`src/rtl/seq_multiplier.sv`:
```
`default_nettype none
// +----------------------------------------------------------------------+
// | seq_multiplier: signed sign-magnitude shift-add multiplier with a    |
// | full-width product and a rescaled, saturated WIDTH-bit result.       |
// | Revision: 1.0                                                        |
// +----------------------------------------------------------------------+
module seq_multiplier #(
  parameter int WIDTH = 16,
  parameter int FRAC  = 0
) (
  input  logic                 clk,
  input  logic                 rst_n,
  input  logic                 start,
  input  logic [WIDTH-1:0]     A,
  input  logic [WIDTH-1:0]     B,
  output logic                 busy,
  output logic                 done,
  output logic [2*WIDTH-1:0]   Prod,
  output logic [WIDTH-1:0]     Res,
  output logic                 ovf
);

  localparam int CW = $clog2(WIDTH);

  typedef enum logic [1:0] {
    S_IDLE = 2'd0,
    S_CALC = 2'd1,
    S_SIGN = 2'd2
  } state_t;

  state_t               state_q, state_d;
  logic [2*WIDTH:0]     acc_q, acc_d;
  logic [WIDTH-1:0]     mag_a_q, mag_a_d;
  logic [WIDTH-1:0]     mag_b_q, mag_b_d;
  logic [CW-1:0]        cnt_q, cnt_d;
  logic                 neg_q, neg_d;
  logic                 busy_q, busy_d;
  logic                 done_q, done_d;
  logic [2*WIDTH-1:0]   prod_q, prod_d;
  logic [WIDTH-1:0]     res_q, res_d;
  logic                 ovf_q, ovf_d;

  // Upper half is WIDTH+1 bits wide so adding a magnitude of 2^(WIDTH-1) never carries out.
  logic [WIDTH:0]              w_sum;
  logic [2*WIDTH-1:0]          w_prod;
  logic signed [2*WIDTH-1:0]   w_shift;
  logic [WIDTH:0]              w_hi;
  logic                        w_fits;
  logic [WIDTH-1:0]            w_res;

  assign w_sum   = acc_q[2*WIDTH:WIDTH] + {1'b0, mag_a_q};
  assign w_prod  = neg_q ? -acc_q[2*WIDTH-1:0] : acc_q[2*WIDTH-1:0];
  assign w_shift = $signed(w_prod) >>> FRAC;
  assign w_hi    = w_shift[2*WIDTH-1:WIDTH-1];
  assign w_fits  = (&w_hi) | ~(|w_hi);
  assign w_res   = w_fits ? w_shift[WIDTH-1:0] :
                   (w_shift[2*WIDTH-1] ? {1'b1, {(WIDTH-1){1'b0}}}
                                       : {1'b0, {(WIDTH-1){1'b1}}});

  always_ff @(posedge clk or negedge rst_n) begin
    if (!rst_n) begin
      state_q <= S_IDLE;
      acc_q   <= '0;
      mag_a_q <= '0;
      mag_b_q <= '0;
      cnt_q   <= '0;
      neg_q   <= 1'b0;
      busy_q  <= 1'b0;
      done_q  <= 1'b0;
      prod_q  <= '0;
      res_q   <= '0;
      ovf_q   <= 1'b0;
    end else begin
      state_q <= state_d;
      acc_q   <= acc_d;
      mag_a_q <= mag_a_d;
      mag_b_q <= mag_b_d;
      cnt_q   <= cnt_d;
      neg_q   <= neg_d;
      busy_q  <= busy_d;
      done_q  <= done_d;
      prod_q  <= prod_d;
      res_q   <= res_d;
      ovf_q   <= ovf_d;
    end
  end

  always_comb begin
    state_d = state_q;
    acc_d   = acc_q;
    mag_a_d = mag_a_q;
    mag_b_d = mag_b_q;
    cnt_d   = cnt_q;
    neg_d   = neg_q;
    busy_d  = busy_q;
    done_d  = 1'b0;
    prod_d  = prod_q;
    res_d   = res_q;
    ovf_d   = ovf_q;

    case (state_q)
      S_IDLE: begin
        if (start) begin
          neg_d   = A[WIDTH-1] ^ B[WIDTH-1];
          mag_a_d = A[WIDTH-1] ? -A : A;
          mag_b_d = B[WIDTH-1] ? -B : B;
          acc_d   = '0;
          cnt_d   = '0;
          busy_d  = 1'b1;
          state_d = S_CALC;
        end
      end
      S_CALC: begin
        acc_d   = mag_b_q[0] ? ({w_sum, acc_q[WIDTH-1:0]} >> 1) : (acc_q >> 1);
        mag_b_d = mag_b_q >> 1;
        cnt_d   = cnt_q + 1'b1;
        if (cnt_q == CW'(WIDTH - 1)) begin
          state_d = S_SIGN;
        end
      end
      S_SIGN: begin
        prod_d  = w_prod;
        res_d   = w_res;
        ovf_d   = ~w_fits;
        done_d  = 1'b1;
        busy_d  = 1'b0;
        state_d = S_IDLE;
      end
      default: begin
        state_d = S_IDLE;
      end
    endcase
  end

  assign busy = busy_q;
  assign done = done_q;
  assign Prod = prod_q;
  assign Res  = res_q;
  assign ovf  = ovf_q;

endmodule
`default_nettype wire
```
`config.mk`:
```
export PLATFORM = sky130hd
export DESIGN_NAME = seq_multiplier
export DESIGN_NICKNAME = d
export VERILOG_FILES = /design/src/rtl/seq_multiplier.sv
export SDC_FILE = /design/constraint.sdc
export NUM_CORES = 1
export LEC_CHECK = 0
export ABC_AREA = 1
export CORE_MARGIN = 3
export CORE_UTILIZATION = 30
export CTS_CLUSTER_DIAMETER = 80
export CTS_CLUSTER_SIZE = 28
export DETAILED_ROUTE_END_ITERATION = 6
export PLACE_DENSITY = 0.56
export SLEW_MARGIN = 20
export SYNTH_ARGS = -nofsm -noshare
export SYNTH_HDL_FRONTEND = slang
export SYNTH_SLANG_ARGS = --single-unit
```
`constraint.sdc`:
```
create_clock -name clk -period 2.85 [get_ports clk]
set_input_delay 0.285 -clock clk [delete_from_list [all_inputs] [get_ports clk]]
set_output_delay 0.285 -clock clk [all_outputs]
set_load 0.01 [all_outputs]
```
# --- Yosys cells after proc, flatten, opt, wreduce, memory -nomap -nowiden ---
# Index checks and enable logic that the tools add are counted.
totals:
  ff_bits: 123
  latch_bits: 0
  ramBits: 0
  mem_bits_ro: 0
  in_bits: 35
  output_inout_bits: 51
  elab_cells: 52
  n_memories: 0
classes:
  addsub: 5
  n_mul: 0
  div_mod_pow: 0
  order_cmp: 0
  eq_ne: 5
  shift: 0
  mux: 18
  bitwise: 4
  reduce_logical: 9
ops:
  columns: ["op", "count"]
  rows:
  - ["2-to-1 mux 16 bit", 5]
  - ["one-hot mux 33 bit (2 select lines)", 1]
  - ["2-to-1 mux 32 bit", 2]
  - ["2-to-1 mux 33 bit", 1]
  - ["negation 16 bit", 2]
  - ["negation 32 bit", 1]
  - ["one-hot mux 16 bit (2 select lines)", 1]
  - ["adder 17 x 16 -> 17 bit", 1]
  - ["AND reduction 17 bit", 1]
  - ["OR reduction 17 bit", 1]
  - ["one-hot mux 4 bit (2 select lines)", 1]
  - ["AND reduction 2 bit", 4]
  - ["adder 4 x 1 -> 4 bit (second input constant)", 1]
  - ["== test 4 bit (second input constant)", 1]
  - ["2-to-1 mux 2 bit", 2]
  - ["2-to-1 mux 4 bit", 1]
  - ["inequality test 2 bit (second input constant)", 2]
  - ["one-hot mux 2 bit (2 select lines)", 1]
  - ["nonzero test 2 bit", 2]
  - ["== test 2 x 1 -> 1 bit (second input constant)", 1]
  - ["== test 2 bit (second input constant)", 1]
  - ["logical NOT 2 bit", 1]
  - ["2-to-1 mux 1 bit", 2]
  - ["NOT 1 bit", 2]
  - ["3 further kinds", 3]

# --- Longest topological paths before layout ---
depth:
  ltp_word: 6
  mapped_depth: 16
  depth_no_buf: 15

# --- Least setup slack after synthesis ---
# No wires, ideal clock.
synth_path:
  kind: "register to register"
  start: "register acc_q[16]"
  end: "register acc_q[25]"
  setup_ns: 0.127
  arrival_time_ns: 1.973
  required_time_ns: 2.723
  slack_ns: 0.750
  path_stages_with_launch: 14
  n_path_buf: 0
  synth_period_minus_slack_ns: 2.100
  cell_sequence: "dfrtp_1 ha_1 inv_1 fa_1 inv_1 nand3_1 nand2_1 a21boi_0 o21ai_0 a21oi_1 xor2_1 nand2_1 nand2_1 o21ai_0"
synth_between:
  elab_chain_cells: 3
synth_rtl:
  columns: ["item", "line", "rtl"]
  rows:
  - ["from (decl)", "32", "logic [2*WIDTH:0] acc_q, acc_d;"]
  - ["from (signal assigned)", "63", "acc_q <= '0;"]
  - ["from (signal assigned)", "75", "acc_q <= acc_d;"]
  - ["adder 17 x 16 -> 17 bit", "51", "assign w_sum = acc_q[2*WIDTH:WIDTH] + {1'b0, mag_a_q};"]
  - ["2-to-1 mux 32 bit", "114", "acc_d = mag_b_q[0] ? ({w_sum, acc_q[WIDTH-1:0]} >> 1) : (acc_q >> 1);"]
  - ["one-hot mux 33 bit (2 select lines)", "101", "case (state_q)"]
# No other way between the ends.
# A chain may end at the register's enable or synchronous reset.

# --- Worst setup path after layout ---
# Same ends and word-level chain as after synthesis.

==> impl_metrics.ini <==
[outcome]
status = completed

[yosys]
ys_seq_area_frac = 0.410
yosysMostFrequentCell = nand2_1
synth_area_um2 = 7450
synth-main-ff-cell = dfrtp_1
synth_common_cells = nand2_1 (238), dfrtp_1 (122), inv_1 (108)
postSynthAreaPerCell_um2 = 7.58
synth.distinct_cells = 45
yosys_warnings = 0
async_flop_share = 1.00
yosys-top-cells-area = dfrtp_1 (41%), nand2_1 (12%), o21ai_0 (5.6%)
yosys_register_bits = 122
synth_edf_count = 0
synthCells = 984
yosys.area.top_type = dfrtp_1
syn-num-nets = 1040
synth_top_area_share = 0.410

[detailed_routing]
ant_nets = 0
post_drt_wl_per_cell_um = 14.0
drt_wl_total_um = 19600
firstDrtPassIters = 5
drcViolationCount = 0
drt_first_iter_violations = 474
drt-vias-per-instance = 4.79
num_vias = 6735

[floorplanning]
core-area_um2 = 24400
ios = 86
fp-row-count = 57
fp.dieH_um = 164
dieArea_um2 = 26800
start_util = 0.306
die_x_um = 164

[clocking]
cts-root-buf = clkbuf_16
clk_pin_slew_ns = 0.06
h-tree-depth = 4
clockBufferDepth = 2
insertion_delay_ns = 0.41
numCtsBuffers = 17
cts.sinks = 122
cts_setup_buffers = 0
cts_tree = done

[global_route]
grt_pass1_vias = 6374
grt_start_max_net_pins = 58
track_usage = 0.152
antenna_found_initial = 0
grt_pass1_wl_um = 32800
overflow = 0

[timing]
holdWs_ns = 0.395
min_period_ns = 2.55
tightest_slew_ns = 0.628
setup_viol = 0
maxSlewViolCount = 0
min_period_over_period = 0.896
rsz0062_at_grt = no
skew_ns = 0.00782
maxSlewHeadroom = 0.582
fin_tns_setup_ns = 0
max_freq_mhz = 391
hold_viol_final = 0

[cells_and_area]
final_util = 0.380
stdcell_count = 1405
multiInputGateArea_um2 = 3800
regArea_um2 = 3050
drive_gt1_frac = 0.105
syn2layout_area_growth_pct = 24.3
nets = 1125
nFillCells = 2603
insertedDiodeCount = 0

[power]
power_frac_clock = 0.205
p_switching_mw = 4.81
ir_drop_mv = 0.386
leakage_nw = 4.50
switching_share = 0.452
pwr-share-comb = 0.510
finalPower_mw = 10.6
p_seq_frac = 0.285
powerDensity_nw_per_um2 = 1150
p_int_mw = 5.83

[setup_path]
slowest_delay_ns = 0.45
r2r_end = acc_q[25]
end_kind = flop
cp-start-kind = flop
crit_slowest_cell = dfrtp_1
crit_top_cell = nand2_1
rrSetupSlack_ns = 0.30
cp_max_fo = 6
worstReg2RegStart = acc_q[16]
worstPathCellList = ha_1, inv_1, fa_1, inv_1, nand3_1, nand2_1, a21boi_0, o21ai_0, a21oi_1, xor2_1, nand2_1, nand2_1, o21ai_0
crit_type = reg -> reg
required_ns = 3.13
arrival_ns = 2.83
worstRegToRegCells = 13

[min_path]
hold_path.class = in -> async

[placement]
dp_cells = 1373
dp.final_hpwl_um = 15100
port_buffers = 85
gp_congestion = 0.895

[flow_run]
maxCapViolations = 0
-- worst max-delay path, delay by kind of cell, from the launching register on --
kind | cells | cell delay, ns
and+or+nand+nor | 4 | 0.36
DFF | 1 | 0.45
buffers and inverters | 2 | 0.16
xor gates and xnor gates | 1 | 0.18
adders and majority gates | 2 | 0.58
AOI/OAI and AO/OA | 4 | 0.69
-- stage by stage --
| stage | worst slack (ns) | instance area, µm² |
|---|---|---|
| global placement | 0.311 | 8660 |
| detailed placement | 0.291 | 8660 |
| global route | 0.0275 | 9270 |
| CTS | 0.266 | 9270 |
| finish | 0.295 | 9270 |
| floorplan | 0.750 | 7450 |
-- timing repair --
item / in CTS / in global routing
endpoints found under the hold margin: 40 / 0
hold buffers: 1 / 0
gates resized for setup: 0 / 0
-- cells in the final DEF, fill, tap and decap left out, drive strengths merged --
cell type	instances
nand2	264
dfrtp	122
inv	115
nor2	96
o21ai	94
clkdlybuf4s50	84
nand3	81
a21oi	34
o22ai	25
xor2	21
ha	20
clkbuf	17
buf	16
nor3	13
a31oi	13
a22oi	12
nand4	12
clkinv	7
o31ai	5
xnor2	5
o211ai	4
bufinv	3
nor4	2
or2	2
o221ai	2
a211oi	2
clkinvlp	2
o21a	1
a21boi	1
a21o	1
a22o	1
and2	1
o21bai	1
fa	1
dlygate4sd3	1
-- sequential cells by signal (all words and copies together) (netlist names), 2 cells and up --
register,cells
acc_q,32
mag_b_q,16
Res,16
Prod,32
mag_a_q,16
cnt_q,4
state_q,2
-- per-layer routing --
layer	track usage	part of all wire	routed length [µm]
met1	0.213	0.49	9600
met2	0.242	0.44	8700
met3	0.0287	0.052	1020
met4	0.0388	0.016	310
met5	0	0	0
-- cells by family after synthesis --
logic type               synth area share
flip-flops                          0.410
AND/OR/NAND/NOR                     0.290
adder cells (fa/ha/maj)            0.0363
buffers and inverters              0.0809
AO/OA/AOI/OAI                       0.153
XOR/XNOR                           0.0305
-- power by group through the flow --
stage	clock (mW)	combinational [mW]	sequential (mW)
finish	2.18	5.43	3.03
global route	2.31	6.19	3.14
CTS	2.23	5.45	3.04
detailed placement	0	5.42	3.06
global placement	0	5.36	3.06
floorplan	0	3.83	2.93
-- worst max path at each step --
stage	from	end	cells past startpoint
after floorplan	acc_q[16]	acc_q[25]	13
after global placement	acc_q[16]	acc_q[25]	13
after detailed placement	acc_q[16]	acc_q[25]	13
after CTS	acc_q[16]	acc_q[25]	13
after global routing	acc_q[16]	acc_q[25]	13
final	acc_q[16]	acc_q[25]	13
-- final cells by class --
class / instances / share of cell area
tap: 324 / 0.0438
clock inverter: 14 / 0.0186
timing repair buffer: 101 / 0.106
clock buffer: 17 / 0.0459
sequential: 122 / 0.330
multi-input combinational: 714 / 0.410
inverter: 113 / 0.0458
Note: power is estimated with default switching activity, not from simulation.
